<file path="config.mk">
export PLATFORM = sky130hd
export DESIGN_NAME = mips_mem_arbiter
export DESIGN_NICKNAME = d
export VERILOG_FILES = /design/src/rtl/mips_mem_arbiter.sv
export SDC_FILE = /design/constraint.sdc
export NUM_CORES = 1
export LEC_CHECK = 0
export ABC_AREA = 1
export BUFFER_PORTS_ARGS = -buffer_cell sky130_fd_sc_hd__buf_2
export CELL_PAD_IN_SITES_DETAIL_PLACEMENT = 1
export CELL_PAD_IN_SITES_GLOBAL_PLACEMENT = 1
export CORE_MARGIN = 2
export CORE_UTILIZATION = 32
export CTS_BUF_LIST = sky130_fd_sc_hd__clkbuf_16
export DETAILED_ROUTE_END_ITERATION = 12
export PLACE_DENSITY_LB_ADDON = 0.1
export REMOVE_ABC_BUFFERS = 1
export SLEW_MARGIN = 20
export SYNTH_ARGS = -nofsm -noshare
export SYNTH_HDL_FRONTEND = slang
export SYNTH_SLANG_ARGS = --single-unit
</file>
<file path="constraint.sdc">
create_clock -name clk -period 1.54 [get_ports clk]
set_input_delay 0.308 -clock clk [delete_from_list [all_inputs] [get_ports clk]]
set_output_delay 0.308 -clock clk [all_outputs]
set_load 0.005 [all_outputs]
</file>
<file path="src/rtl/mips_mem_arbiter.sv">
// Arbitrates the MIPS fetch and data ports onto one Avalon-style bus: grant, bus phase, then a one-cycle ready.
// Latency is 2 cycles plus one per waitrequest cycle; requesters are stalled until their ready pulse.
module mips_mem_arbiter #(
  parameter int ADDR_W       = 32,
  parameter int DATA_W       = 32,
  parameter int MAX_DATA_RUN = 4
) (
  input  logic                clk,
  input  logic                reset,
  input  logic                i_req,
  input  logic [ADDR_W-1:0]   i_address,
  output logic [DATA_W-1:0]   i_readdata,
  output logic                i_ready,
  input  logic                d_read,
  input  logic                d_write,
  input  logic [ADDR_W-1:0]   d_address,
  input  logic [DATA_W-1:0]   d_writedata,
  input  logic [DATA_W/8-1:0] d_byteenable,
  output logic [DATA_W-1:0]   d_readdata,
  output logic                d_ready,
  output logic [ADDR_W-1:0]   bus_address,
  output logic                bus_read,
  output logic                bus_write,
  output logic [DATA_W-1:0]   bus_writedata,
  output logic [DATA_W/8-1:0] bus_byteenable,
  input  logic [DATA_W-1:0]   bus_readdata,
  input  logic                bus_waitrequest,
  output logic                busy,
  output logic                grant_data
);

  localparam logic [3:0]        RUN_MAX   = 4'(MAX_DATA_RUN);
  localparam logic [ADDR_W-1:0] WORD_MASK = ~ADDR_W'(3);

  typedef enum logic [1:0] {IDLE, ACCESS, RESP} state_t;

  state_t     state, state_nxt;
  logic [3:0] run_cnt;
  logic       data_pend;
  logic       fetch_win;
  logic       any_req;

  always_comb begin
    data_pend = d_read | d_write;
    any_req   = i_req | data_pend;
    // Fetch only beats a pending data request once data has had its full run.
    fetch_win = i_req && (!data_pend || run_cnt == RUN_MAX);
    state_nxt = state;
    case (state)
      IDLE:    if (any_req) state_nxt = ACCESS;
      ACCESS:  if (!bus_waitrequest) state_nxt = RESP;
      RESP:    state_nxt = IDLE;
      default: state_nxt = IDLE;
    endcase
  end

  always_ff @(posedge clk) begin
    if (reset) state <= IDLE;
    else       state <= state_nxt;
  end

  always_ff @(posedge clk) begin
    if (reset) begin
      bus_address    <= '0;
      bus_read       <= 1'b0;
      bus_write      <= 1'b0;
      bus_writedata  <= '0;
      bus_byteenable <= '0;
      i_readdata     <= '0;
      d_readdata     <= '0;
      i_ready        <= 1'b0;
      d_ready        <= 1'b0;
      busy           <= 1'b0;
      grant_data     <= 1'b0;
      run_cnt        <= '0;
    end else begin
      i_ready <= 1'b0;
      d_ready <= 1'b0;
      case (state)
        IDLE: begin
          if (any_req) begin
            busy       <= 1'b1;
            grant_data <= !fetch_win;
            if (fetch_win) begin
              bus_address    <= i_address & WORD_MASK;
              bus_read       <= 1'b1;
              bus_write      <= 1'b0;
              bus_byteenable <= '1;
              run_cnt        <= '0;
            end else begin
              bus_address    <= d_address & WORD_MASK;
              bus_writedata  <= d_writedata;
              bus_byteenable <= d_byteenable;
              // A simultaneous read and write is treated as a write only.
              bus_write      <= d_write;
              bus_read       <= !d_write;
              run_cnt        <= i_req ? run_cnt + 4'd1 : 4'd0;
            end
          end
        end
        ACCESS: begin
          if (!bus_waitrequest) begin
            bus_read  <= 1'b0;
            bus_write <= 1'b0;
            if (grant_data) begin
              d_ready <= 1'b1;
              if (bus_read) d_readdata <= bus_readdata;
            end else begin
              i_ready    <= 1'b1;
              i_readdata <= bus_readdata;
            end
          end
        end
        RESP: busy <= 1'b0;
        default: busy <= 1'b0;
      endcase
    end
  end

endmodule
</file>
# After elaboration in Yosys (flattened, before gate mapping)
# Cells that the tools add are included.
# W data, S select, Z words.
classes:
  addsub: 1
  n_eq_ne: 4
  n_mux: 18
  bitwise: 6
  n_reduce_logical: 15
op_table:
  columns: ["op", "count"]
  rows:
  - ["$mux W32", 1]
  - ["$mux W4", 3]
  - ["$reduce_and A3 Y1", 3]
  - ["$mux W1", 8]
  - ["$pmux W1 S2", 3]
  - ["$reduce_and A2 Y1", 3]
  - ["$add A4 B1 Y4 const B", 1]
  - ["$eq A4 B3 Y1 const B", 1]
  - ["$mux W2", 2]
  - ["$ne A2 B2 Y1 const B", 2]
  - ["$not A1 Y1", 4]
  - ["$pmux W2 S2", 1]
  - ["$reduce_and A4 Y1", 1]
  - ["$logic_not A1 Y1", 3]
  - ["$reduce_or A3 Y1", 1]
  - ["$eq A2 B1 Y1 const B", 1]
  - ["$logic_not A2 Y1", 1]
  - ["$or A1 B1 Y1", 2]
  - ["$reduce_bool A2 Y1", 1]
  - ["$logic_and A1 B1 Y1", 1]
  - ["$logic_or A1 B1 Y1", 1]
totals:
  ff_bits: 144
  in_bits: 138
  out_inout_bits: 138
  word_cells: 57

# Logic depth before layout (Yosys ltp)
# Gate-level depths: netlist (run 1).
depth:
  ltp_word: 7
  depth_mapped: 11

# Worst setup path before layout (run 1)
# Ideal clock, no wire load.
synth_timing:
  path_type: "register -> register"
  from: "register run_cnt[0]"
  to: "register bus_writedata[10]"
  arrival_ns: 1.314
  required_ns: 1.476
  path_slack_ns: 0.162
  stages_incl_launch_ff: 9
  synth_period_minus_slack_ns: 1.378
  cell_sequence: "dfxtp_1 > inv_1 > ha_1 > nand3_1 > nand2_2 > nand2_4 > clkbuf_1 > a21oi_1 > nor2_1"
synth_between:
  elab_chain_len: 5
synth_rtl:
  columns: ["element", "line", "text"]
  rows:
  - ["start, declared", "38", "logic [3:0] run_cnt;"]
  - ["start signal, assigned", "97", "run_cnt <= i_req ? run_cnt + 4'd1 : 4'd0;"]
  - ["$eq A4 B3 Y1", "47", "fetch_win = i_req && (!data_pend || run_cnt == RUN_MAX);"]
  - ["$logic_or A1 B1 Y1", "47", null]
  - ["$logic_and A1 B1 Y1", "47", null]
  - ["$not A1 Y1 (no source line)", null, null]
  - ["$reduce_and A3 Y1 (no source line)", null, null]
  - ["end signal, assigned", "92", "bus_writedata <= d_writedata;"]
  - ["end, declared", "24", "output logic [DATA_W-1:0] bus_writedata,"]
# Every way passes these cells.
# A chain may end at the register's enable or synchronous reset.

# Worst setup path after layout (run 1)
layout_timing:
  from: "register run_cnt[0]"
  to: "register bus_address[5]"
layout_between:
  elab_chain_len: 4
layout_rtl:
  columns: ["element", "line", "text"]
  rows:
  - ["$eq A4 B3 Y1", "47", null]
  - ["$logic_or A1 B1 Y1", "47", null]
  - ["$logic_and A1 B1 Y1", "47", null]
  - ["$mux W32", "84", "if (fetch_win) begin"]
  - ["end signal, assigned", "85", "bus_address <= i_address & WORD_MASK;"]
  - ["end signal, assigned", "91", "bus_address <= d_address & WORD_MASK;"]
  - ["end, declared", "21", "output logic [ADDR_W-1:0] bus_address,"]
# Every way passes these cells.

==> results of run 1 <==
-- kinds of logic (layout without fill, tap and decap cells) --
family | Yosys count | in the layout | share of synthesized area [%]
simple gates | 446 | 446 | 32.4
flops | 142 | 142 | 47.9
buf+inv | 116 | 395 | 9.70
compound gates | 113 | 113 | 9.53
fa+ha+maj | 2 | 2 | 0.422
other cells | 1 | 3 | 0.0632
-- how the worst max path moves through the flow --
stage / from / to / slack, ns
floorplan: state[0] / bus_byteenable[0] / -0.72
global route: run_cnt[0] / bus_address[5] / -0.02
finish: run_cnt[0] / bus_address[5] / 0.07
detailed placement: d_write / bus_address[20] / 0.02
global placement: d_write / bus_address[16] / 0.08
CTS: run_cnt[0] / bus_writedata[1] / 0.04
-- state kept, by name, summed over array words and instances (netlist names) --
signal          count
bus_byteenable      4
i_readdata         32
bus_writedata      32
d_readdata         32
d_ready             1
grant_data          1
bus_write           1
state               2
i_ready             1
run_cnt             4
bus_read            1
busy                1
bus_address        30
-- cell usage in the layout (no fill, tap or decap), types with 9 or more instances in the layout --
master / instances
sky130_fd_sc_hd__a21oi_1: 44
sky130_fd_sc_hd__nand3b_1: 32
sky130_fd_sc_hd__clkbuf_16: 19
sky130_fd_sc_hd__o21ai_1: 9
sky130_fd_sc_hd__nand2_1: 105
sky130_fd_sc_hd__buf_2: 269
sky130_fd_sc_hd__nand3_1: 61
sky130_fd_sc_hd__buf_12: 10
sky130_fd_sc_hd__inv_1: 49
sky130_fd_sc_hd__o21ai_0: 60
sky130_fd_sc_hd__dfxtp_1: 141
sky130_fd_sc_hd__buf_4: 25
sky130_fd_sc_hd__nor2_1: 229
-- worst min-delay path, stage by stage --
cell and delay, ns:
sky130_fd_sc_hd__buf_2 0.08, sky130_fd_sc_hd__o21ai_1 0.06, sky130_fd_sc_hd__inv_1 0.04
-- report_power, final --
part | internal (mW) | switching [mW] | total [mW]
Sequential | 3.98 | 0.142 | 4.12
Combinational | 0.756 | 0.920 | 1.68
Clock | 2.54 | 1.64 | 4.19
-- final cells by class --
type	instances	area, µm²
fillers	2367	9750
flip-flops and latches	142	2840
multi-input cells	563	2580
repair buffers	309	1820
clock buffers	17	425
well taps	229	287
inverters	55	208
clock inverters	14	168
diodes	1	2.50
-- metal layers --
metal / up-vias / share of wire, % / GRT usage [%]
met5: - / 0 / 0
met4: 0 / 1.4 / 5.79
met3: 17 / 7.8 / 6.74
met2: 162 / 48 / 33.3
met1: 2792 / 43 / 22.9
li1: 3128 / - / -
-- repair_timing --
action	CTS	global route
gates resized for setup	1	21
setup buffers	0	4
cloned	0	2
pin swaps	0	4
setup endpoints to repair	1	52
-- stage by stage --
stage | total power [mW] | hold slack [ns] | worst slack (ns)
CTS | 10.1 | 0.0977 | 0.0376
global route | 10.5 | 0.0934 | -0.0156
global placement | 5.83 | 0.455 | 0.0804
finish | 9.98 | 0.0943 | 0.0731
floorplan | 4.98 | 0.377 | -0.716
detailed placement | 5.85 | 0.464 | 0.0233
==> metrics.yaml, run 1 <==
sta:
  totalNegativeSetupSlack_ns: 0
  timing.final.hold_violations: 0
  timing_max_transition_violations_final: 0
  setup_violations: 0
  post-route-min-period_ns: 1.47
  achievable-frequency_ghz: 0.682
  clock_skew_ns: 0.0172
  post-route-period-util_pct: 95.3
grt:
  antenna_found_initial: 0
  grt_start_max_net_pins: 52
  grt_pass1_vias: 6082
  globalRoute.totalOverflow: 0
  groute.usage.overall_pct: 19.4
  grt_pass1_wl_um: 30600
synth:
  synth_async_sr_flop_share_pct: 0
  yosys.area.top_type: "sky130_fd_sc_hd__dfxtp_1"
  yosys-top-cells-count: "229 x sky130_fd_sc_hd__nor2_1, 142 x sky130_fd_sc_hd__dfxtp_1, 107 x sky130_fd_sc_hd__nand2_1"
  mappedNetlistArea_um2: 5940
  syn_area_per_cell_um2: 7.24
  syn_inst: 820
  synth_cell_types: 24
  ys_dominant_reg_cell: "sky130_fd_sc_hd__dfxtp_1"
  synth_top_area_share_pct: 47.9
  yosys_warnings: 0
  synthMostInstantiatedCell: "sky130_fd_sc_hd__nor2_1"
  seq_area_frac_synth_pct: 47.9
  ys_ff_latch: 142
  synth_edf_count: 0
  ys_top_cells_by_area: "sky130_fd_sc_hd__dfxtp_1 48%, sky130_fd_sc_hd__nor2_1 14%, sky130_fd_sc_hd__nand2_1 6.8%, sky130_fd_sc_hd__nand3_1 5.5%, sky130_fd_sc_hd__o21ai_0 5.4%"
critical_path:
  worstPathMaxFanout: 11
  critical_path_rt_ns: 1.85
  cells_traversed_along_the_worst_timing_path: "inv_2 -> ha_4 -> nand3_4 -> nand2_4 -> nand2_8 -> buf_12 -> buf_12 -> nand2_1 -> nand3_1 -> nand2_1 -> inv_1"
  cp_slowest_cell: "sky130_fd_sc_hd__dfxtp_2"
  critical_path_depth: 11
  cp.arrival_ns: 1.78
  reg2regPathDepth: 11
  max_stage_delay_ns: 0.32
  worst-setup-path-type: "flop to flop"
  timing.critical_path.max_delay_family: "simple AND/OR/NAND/NOR gates"
  worst_r2r_endpoint: "bus_address[5]"
  kind_of_end_point_of_the_critical_path: "flop"
  r2r_setup_slack_ns: 0.07
  critical_path.reg2reg.startpoint: "run_cnt[0]"
  critical_path.startpoint_type: "flop"
  worst-path-buf-inv: 4
clock_tree:
  cts_buffer_depth: 2
  cts-buffers-inserted: 17
  h_tree_depth_reported_by_cts: 4
  clk_sink_count: 142
  worst_setup_hold_path_clk_slew_ns: 0.06
  clock_root_buffer_master: "sky130_fd_sc_hd__clkbuf_16"
  clkLatencyLatePin_ns: 0.43
  clock_tree_from_tritoncts: "built"
  cts_hold_buf: 0
min_path:
  timing.hold.worst_endpoint: "bus_byteenable[0]"
  worstHoldPathType: "input pin to flop"
  hold_path_startpoint: "d_byteenable[0]"
  depth_of_the_worst_hold_timing_path: 3
power_and_ir_drop:
  vdd.ir_drop.worst_mv: 0.736
  p_leak_nw: 4.44
  pwr_density_cell_nw_per_um2: 1200
final_layout:
  final_nets: 1228
  instances_no_fill: 1330
  final_non_filler_cell_area_um2: 8330
  areaGrowthSynthToFinish_pct: 40.4
  final_layout_size_suffix_gt1_share_pct: 32.9
  layout.core_utilization_pct: 46.1
placed_design:
  portBuffers: 269
  dpl.cell_count: 1292
  postPlaceCellArea_um2: 7570
  finalWeightedCongestion: 0.753
  place.detailed.hpwl_um: 13800
drt:
  first_pass_iters: 5
  route.detailed.vias_per_inst: 4.59
  detail_route.wirelength_um: 19400
  drc: 0
  route.antenna.remaining_nets: 0
  drtIter0Drc: 185
  vias: 6099
  wl_per_cell_um: 14.6
die:
  dieArea_um2: 19700
  chipHeight_um: 140
  chipWidth_um: 140
  rows: 49
  starting_utilization_of_the_core_area_pct: 32.8
  io-pin-count: 276
  floorplan.core_area_um2: 18100
run_status:
  outcome: "completed"
run:
  timing.max_cap.violations: 0
(Power assumes the default switching activity.)
==> inputs of run 2 (changes only) <==
--- a/config.mk
+++ b/config.mk
@@ -6,13 +6,14 @@
 export NUM_CORES = 1
 export LEC_CHECK = 0
 export ABC_AREA = 1
-export BUFFER_PORTS_ARGS = -buffer_cell sky130_fd_sc_hd__buf_2
+export BUFFER_PORTS_ARGS = -buffer_cell sky130_fd_sc_hd__clkbuf_2
 export CELL_PAD_IN_SITES_DETAIL_PLACEMENT = 1
 export CELL_PAD_IN_SITES_GLOBAL_PLACEMENT = 1
 export CORE_MARGIN = 2
 export CORE_UTILIZATION = 32
 export CTS_BUF_LIST = sky130_fd_sc_hd__clkbuf_16
 export DETAILED_ROUTE_END_ITERATION = 12
+export GPL_ROUTABILITY_DRIVEN = 0
 export PLACE_DENSITY_LB_ADDON = 0.1
 export REMOVE_ABC_BUFFERS = 1
 export SLEW_MARGIN = 20
==> run 2 against run 1 <==
Net effect: fmax decreased by 2.5%; total power decreased by 1.1%; die area unchanged; register-to-register slack got worse by 0.04 ns; critical endpoint is now bus_writedata[24]; largest cell class unchanged; non-clock buffer count decreased by 3; highest routed layer unchanged; global-route usage decreased by 0.48 points; final area increased by 0.57%.
==> metrics.yaml, run 2 (synthesis results as in run 1) <==
run_status:
  outcome: "completed"
drt:
  drc: 0
  drtIter0Drc: 211
  vias: 6120
  detail_route.wirelength_um: 19800
  route.detailed.vias_per_inst: 4.61
  route.antenna.remaining_nets: 0
  first_pass_iters: 4
  wl_per_cell_um: 14.9
final_layout:
  fill_cells: 2357
  biggestRegsByFlops: "bus_writedata x32, d_readdata x32, i_readdata x32"
  leading_cell_types_in_the_layout_fill_and_taps_excluded: "269 x sky130_fd_sc_hd__clkbuf_2, 229 x sky130_fd_sc_hd__nor2_1, 142 x sky130_fd_sc_hd__dfxtp_1, 107 x sky130_fd_sc_hd__nand2_1"
  layout.core_utilization_pct: 46.3
  final_common_cell: "sky130_fd_sc_hd__clkbuf_2"
  antennaDiodeCount: 0
  final_layout_size_suffix_gt1_share_pct: 32.3
  final_non_filler_cell_area_um2: 8380
  final_nets: 1226
  areaGrowthSynthToFinish_pct: 41.2
sta:
  post-route-period-util_pct: 97.7
  rsz0062_at_grt: "true"
  worstMarginPinSlew_ns: 0.505
  setup_violations: 0
  post-route-min-period_ns: 1.51
  slew-limit-headroom_pct: 66.3
  clock_skew_ns: 0.00993
  timing_max_transition_violations_final: 0
  final_critical_path_setup_slack_ns: 0.0348
  timing.final.hold_violations: 0
  achievable-frequency_ghz: 0.664
grt:
  grt_pass1_vias: 5902
  groute.usage.overall_pct: 18.9
  grt_pass1_wl_um: 29800
  grt.met3_usage_pct: 7.52
  most_congested_layer_reported_by_global_routing: "met2"
  globalRoute.totalOverflow: 0
  antenna_found_initial: 0
  globalRouteMet1Util_pct: 22.0
  grt_start_max_net_pins: 46
  met2_usage_pct: 32.4
clock_tree:
  h_tree_depth_reported_by_cts: 4
  clock_root_buffer_master: "sky130_fd_sc_hd__clkbuf_16"
  clkLatencyLatePin_ns: 0.42
  worst_setup_hold_path_clk_slew_ns: 0.06
  cts-buffers-inserted: 17
  clk_sink_count: 142
  post_cts.repair.setup_buffers: 0
  clock_tree_from_tritoncts: "built"
  cts_buffer_depth: 2
die:
  floorplan.core_area_um2: 18100
  starting_utilization_of_the_core_area_pct: 32.8
  chipHeight_um: 140
  chipWidth_um: 140
  rows: 49
  io-pin-count: 276
  dieArea_um2: 19700
min_path:
  worstHoldPathType: "input pin to flop"
  hold_path_startpoint: "d_byteenable[0]"
  depth_of_the_worst_hold_timing_path: 3
  timing.hold.worst_endpoint: "bus_byteenable[0]"
critical_path:
  critical_path_rt_ns: 1.85
  critPathMostFrequentCell: "sky130_fd_sc_hd__nand2_8"
  critical_path.startpoint_type: "flop"
  cells_traversed_along_the_worst_timing_path: "inv_2 -> ha_2 -> nand3_4 -> nand2_8 -> nand2_8 -> clkbuf_16 -> a21oi_1 -> nor2_1"
  reg2regPathDepth: 8
  max_stage_delay_ns: 0.31
  worstPathMaxFanout: 18
  worst-setup-path-type: "flop to flop"
  cp.arrival_ns: 1.81
  r2r_setup_slack_ns: 0.03
  cp_slowest_cell: "sky130_fd_sc_hd__dfxtp_1"
  critical_path.reg2reg.startpoint: "run_cnt[0]"
  worst_r2r_endpoint: "bus_writedata[24]"
  kind_of_end_point_of_the_critical_path: "flop"
power_and_ir_drop:
  vdd.ir_drop.worst_mv: 0.748
  p_leak_nw: 4.39
  pwr_density_cell_nw_per_um2: 1180
placed_design:
  portBuffers: 269
  postPlaceCellArea_um2: 7590
  worst_setup_timing_slack_at_the_placement_stage_ns: 0.0613
  place.detailed.hpwl_um: 13700
run:
  timing.max_cap.violations: 0
run 2: changes by cell type in the layout (fill, tap and decap cells not counted), moves of 3 or more:
cell	previous run	this run
sky130_fd_sc_hd__buf_2	269	0
sky130_fd_sc_hd__clkbuf_2	0	269
sky130_fd_sc_hd__buf_4	25	17
sky130_fd_sc_hd__clkbuf_16	19	23
sky130_fd_sc_hd__o21ai_0	60	64
sky130_fd_sc_hd__o21ai_1	9	5
sky130_fd_sc_hd__clkinvlp_4	1	4
sky130_fd_sc_hd__nand3_1	61	64
sky130_fd_sc_hd__nand3_2	5	2
run 2: final cells by class:
| class | instances | area [µm²] | share of cell area, % |
|---|---|---|---|
| well taps | 229 | 287 | 3.42 |
| flip-flops and latches | 142 | 2840 | 33.9 |
| repair buffers | 306 | 1890 | 22.6 |
| clock inverters | 15 | 144 | 1.72 |
| multi-input cells | 564 | 2570 | 30.7 |
| clock buffers | 17 | 425 | 5.08 |
| inverters | 55 | 213 | 2.54 |
run 2: metal layers:
layer	up-vias	routed length [µm]
li1	3118	-
met1	2817	8560
met2	171	9520
met3	14	1540
met4	0	206
met5	-	0
run 2: worst max-delay path by stage:
| stage | startpoint | to | cells past startpoint |
|---|---|---|---|
| 2_1_floorplan | state[0] | bus_byteenable[0] | 6 |
| 3_3_place_gp | run_cnt[0] | bus_writedata[20] | 9 |
| 3_5_place_dp | run_cnt[0] | bus_writedata[5] | 9 |
| 4_1_cts | run_cnt[0] | bus_writedata[5] | 9 |
| 5_1_grt | run_cnt[0] | bus_writedata[24] | 8 |
| 6_report | run_cnt[0] | bus_writedata[24] | 8 |
run 2: repair_timing:
item | in CTS | in global routing
hold buffers | 0 | 0
setup endpoints to repair | 0 | 83
gates resized for setup | 0 | 14
run 2: critical path, delay by kind of cell (launching register included):
family | cells | cell delay (ns)
and+or+nand+nor | 4 | 0.43
DFF | 1 | 0.31
buffers and inverters | 2 | 0.26
adders and majority gates | 1 | 0.19
AOI/OAI and AO/OA | 1 | 0.18
run 2: metrics by stage:
step / TNS, ns / hold WS [ns] / total power, mW / cells
6_report: 0 / 0.109 / 9.87 / 1328
5_1_grt: -0.181 / 0.106 / 10.4 / 1328
4_1_cts: 0 / 0.0837 / 9.96 / 1321
3_5_place_dp: 0 / 0.467 / 5.91 / 1289
3_3_place_gp: 0 / 0.460 / 5.88 / 1289
2_1_floorplan: -53.45 / 0.377 / 4.98 / 760
run 2: power breakdown:
group / total, mW / leakage, nW / internal [mW] / switching [mW]
combinational: 1.73 / 2.96 / 0.797 / 0.935
sequential: 4.13 / 1.17 / 3.98 / 0.156
clock: 4.01 / 0.270 / 2.37 / 1.64
==> inputs of run 3 (changes only) <==
--- a/config.mk
+++ b/config.mk
@@ -10,7 +10,7 @@
 export CELL_PAD_IN_SITES_DETAIL_PLACEMENT = 1
 export CELL_PAD_IN_SITES_GLOBAL_PLACEMENT = 1
 export CORE_MARGIN = 2
-export CORE_UTILIZATION = 32
+export CORE_UTILIZATION = 34
 export CTS_BUF_LIST = sky130_fd_sc_hd__clkbuf_16
 export DETAILED_ROUTE_END_ITERATION = 12
 export GPL_ROUTABILITY_DRIVEN = 0
==> constraint.sdc (replaced) <==
create_clock -name clk -period 1.8 [get_ports clk]
set_input_delay 0.36 -clock clk [delete_from_list [all_inputs] [get_ports clk]]
set_output_delay 0.36 -clock clk [all_outputs]
set_load 0.005 [all_outputs]
==> run 3 against run 2 <==
Net effect: register-to-register slack better by 0.16 ns; first-iteration DRC count rose by 19%; wire length down 4.8%; sequential cell count unchanged; sequential share of layout area rose by 1.4 points; via count shrank 0.77%; utilization rose by 0.55 points; total power is 16% lower; worst setup slack better by 0.16 ns.
==> metrics.yaml, run 3 (synthesis results as in run 1) <==
clock_tree:
  h_tree_depth_reported_by_cts: 4
  clock_tree_from_tritoncts: "built"
  clock_root_buffer_master: "sky130_fd_sc_hd__clkbuf_16"
  clk_sink_count: 142
  cts_buffer_depth: 2
  cts-buffers-inserted: 17
  post_cts.repair.setup_buffers: 0
  worst_setup_hold_path_clk_slew_ns: 0.06
  clkLatencyLatePin_ns: 0.41
power_and_ir_drop:
  vdd.ir_drop.worst_mv: 0.622
  p_leak_nw: 4.25
  pwr_density_cell_nw_per_um2: 1030
  finalPower_mw: 8.26
sta:
  post-route-period-util_pct: 89.2
  achievable-frequency_ghz: 0.623
  slew-limit-headroom_pct: 58.1
  worstMarginPinSlew_ns: 0.627
  clock_skew_ns: 0.0119
  worst_hold_margin_ns: 0.161
  timing_max_transition_violations_final: 0
  timing.final.hold_violations: 0
  setup_violations: 0
  rsz0062_at_grt: "false"
  post-route-min-period_ns: 1.61
die:
  io-pin-count: 276
  rows: 48
  dieArea_um2: 18500
  chipWidth_um: 136
  starting_utilization_of_the_core_area_pct: 34.6
  chipHeight_um: 136
  floorplan.core_area_um2: 17200
drt:
  route.detailed.vias_per_inst: 4.63
  met2_routed_wl_um: 9040
  wl_per_cell_um: 14.4
  route.antenna.remaining_nets: 0
  wl_met1_um: 8010
  met3WireLength_um: 1560
  top_layer_used: "met4"
  drtIter0Drc: 252
  first_pass_iters: 4
  vias: 6073
  detail_route.wirelength_um: 18900
  drc: 0
critical_path:
  worst-setup-path-type: "flop to flop"
  worst_r2r_endpoint: "bus_byteenable[0]"
  critical_path_rt_ns: 2.10
  reg2regPathDepth: 9
  kind_of_end_point_of_the_critical_path: "flop"
  worstPathMaxFanout: 27
  cp.arrival_ns: 1.91
  critical_path.startpoint_type: "flop"
  r2r_setup_slack_ns: 0.19
  critical_path.reg2reg.startpoint: "run_cnt[0]"
final_layout:
  biggestRegsByFlops: "bus_writedata x32, d_readdata x32, i_readdata x32"
  layout.core_utilization_pct: 46.9
  final_common_cell: "sky130_fd_sc_hd__clkbuf_2"
  final_non_filler_cell_area_um2: 8050
  antennaDiodeCount: 0
  leading_cell_types_in_the_layout_fill_and_taps_excluded: "269 x sky130_fd_sc_hd__clkbuf_2, 229 x sky130_fd_sc_hd__nor2_1, 142 x sky130_fd_sc_hd__dfxtp_1, 106 x sky130_fd_sc_hd__nand2_1, 65 x sky130_fd_sc_hd__nand3_1"
  areaGrowthSynthToFinish_pct: 35.6
  final_layout_size_suffix_gt1_share_pct: 31.0
  final_nets: 1214
grt:
  groute.usage.overall_pct: 20.2
  antenna_found_initial: 0
  globalRoute.totalOverflow: 0
  grt_start_max_net_pins: 45
  grt_pass1_wl_um: 29800
  grt_pass1_vias: 6012
min_path:
  worstHoldPathType: "input pin to flop"
  hold_path_startpoint: "d_byteenable[2]"
  depth_of_the_worst_hold_timing_path: 3
  timing.hold.worst_endpoint: "bus_byteenable[2]"
placed_design:
  place.detailed.hpwl_um: 13600
  portBuffers: 269
  postPlaceCellArea_um2: 7490
run_status:
  outcome: "completed"
run:
  timing.max_cap.violations: 0
[run 3: cell types whose count changed in the layout (fill, tap and decap cells not counted), moves of 2 or more]
cell	previous run	this run
sky130_fd_sc_hd__nand2_2	3	5
sky130_fd_sc_hd__nand2_8	2	0
sky130_fd_sc_hd__inv_6	3	0
sky130_fd_sc_hd__inv_1	49	51
sky130_fd_sc_hd__buf_12	11	8
sky130_fd_sc_hd__buf_6	2	0
sky130_fd_sc_hd__clkbuf_16	23	17
[run 3: worst max-delay path: stages, from the launching register on]
cell,delay (ns)
sky130_fd_sc_hd__dfxtp_1,0.37
sky130_fd_sc_hd__inv_1,0.09
sky130_fd_sc_hd__ha_1,0.20
sky130_fd_sc_hd__nand3_1,0.11
sky130_fd_sc_hd__nand2_2,0.09
sky130_fd_sc_hd__nand2_4,0.12
sky130_fd_sc_hd__buf_12,0.19
sky130_fd_sc_hd__nand2_2,0.10
sky130_fd_sc_hd__o21ai_0,0.15
sky130_fd_sc_hd__inv_1,0.06
[run 3: metrics by stage]
| stage | cells | setup WS [ns] | TNS, ns |
|---|---|---|---|
| after floorplan | 760 | -0.456 | -21.34 |
| after global placement | 1280 | 0.153 | 0 |
| after detailed placement | 1280 | 0.105 | 0 |
| after CTS | 1311 | 0.129 | 0 |
| after global routing | 1311 | 0.0443 | 0 |
| final | 1311 | 0.194 | 0 |
[run 3: power by group]
part           leakage, nW  total, mW  switching [mW]  internal [mW]
Clock                0.264       3.34            1.34           2.00
Combinational         2.82       1.38           0.768          0.614
Sequential            1.17       3.54           0.132           3.40
[run 3: worst max-delay path by stage]
stage               start           endpoint  cells after the start
2_1_floorplan    state[0]  bus_byteenable[0]                      6
3_3_place_gp      d_write    bus_address[15]                     10
3_5_place_dp      d_write     bus_address[9]                     10
4_1_cts        run_cnt[0]  bus_byteenable[0]                      9
5_1_grt        run_cnt[0]  bus_byteenable[0]                      9
6_report       run_cnt[0]  bus_byteenable[0]                      9
[run 3: layout make-up]
class	count	area, µm²
fillers	2289	9130
flip-flops and latches	142	2840
multi-input cells	563	2520
repair buffers	295	1640
clock buffers	17	425
well taps	225	282
inverters	55	208
clock inverters	14	129
[run 3: metal layers]
metal,global-route usage (%),up-vias
li1,-,3090
met2,34.8,169
met1,23.2,2795
met4,6.25,0
met5,0,-
met3,7.64,19
[run 3: repair_timing]
item                                   CTS  global route
resized for setup                        0             2
setup endpoints to repair                0             4
endpoints found under the hold margin    0             0
hold buffers                             0             0
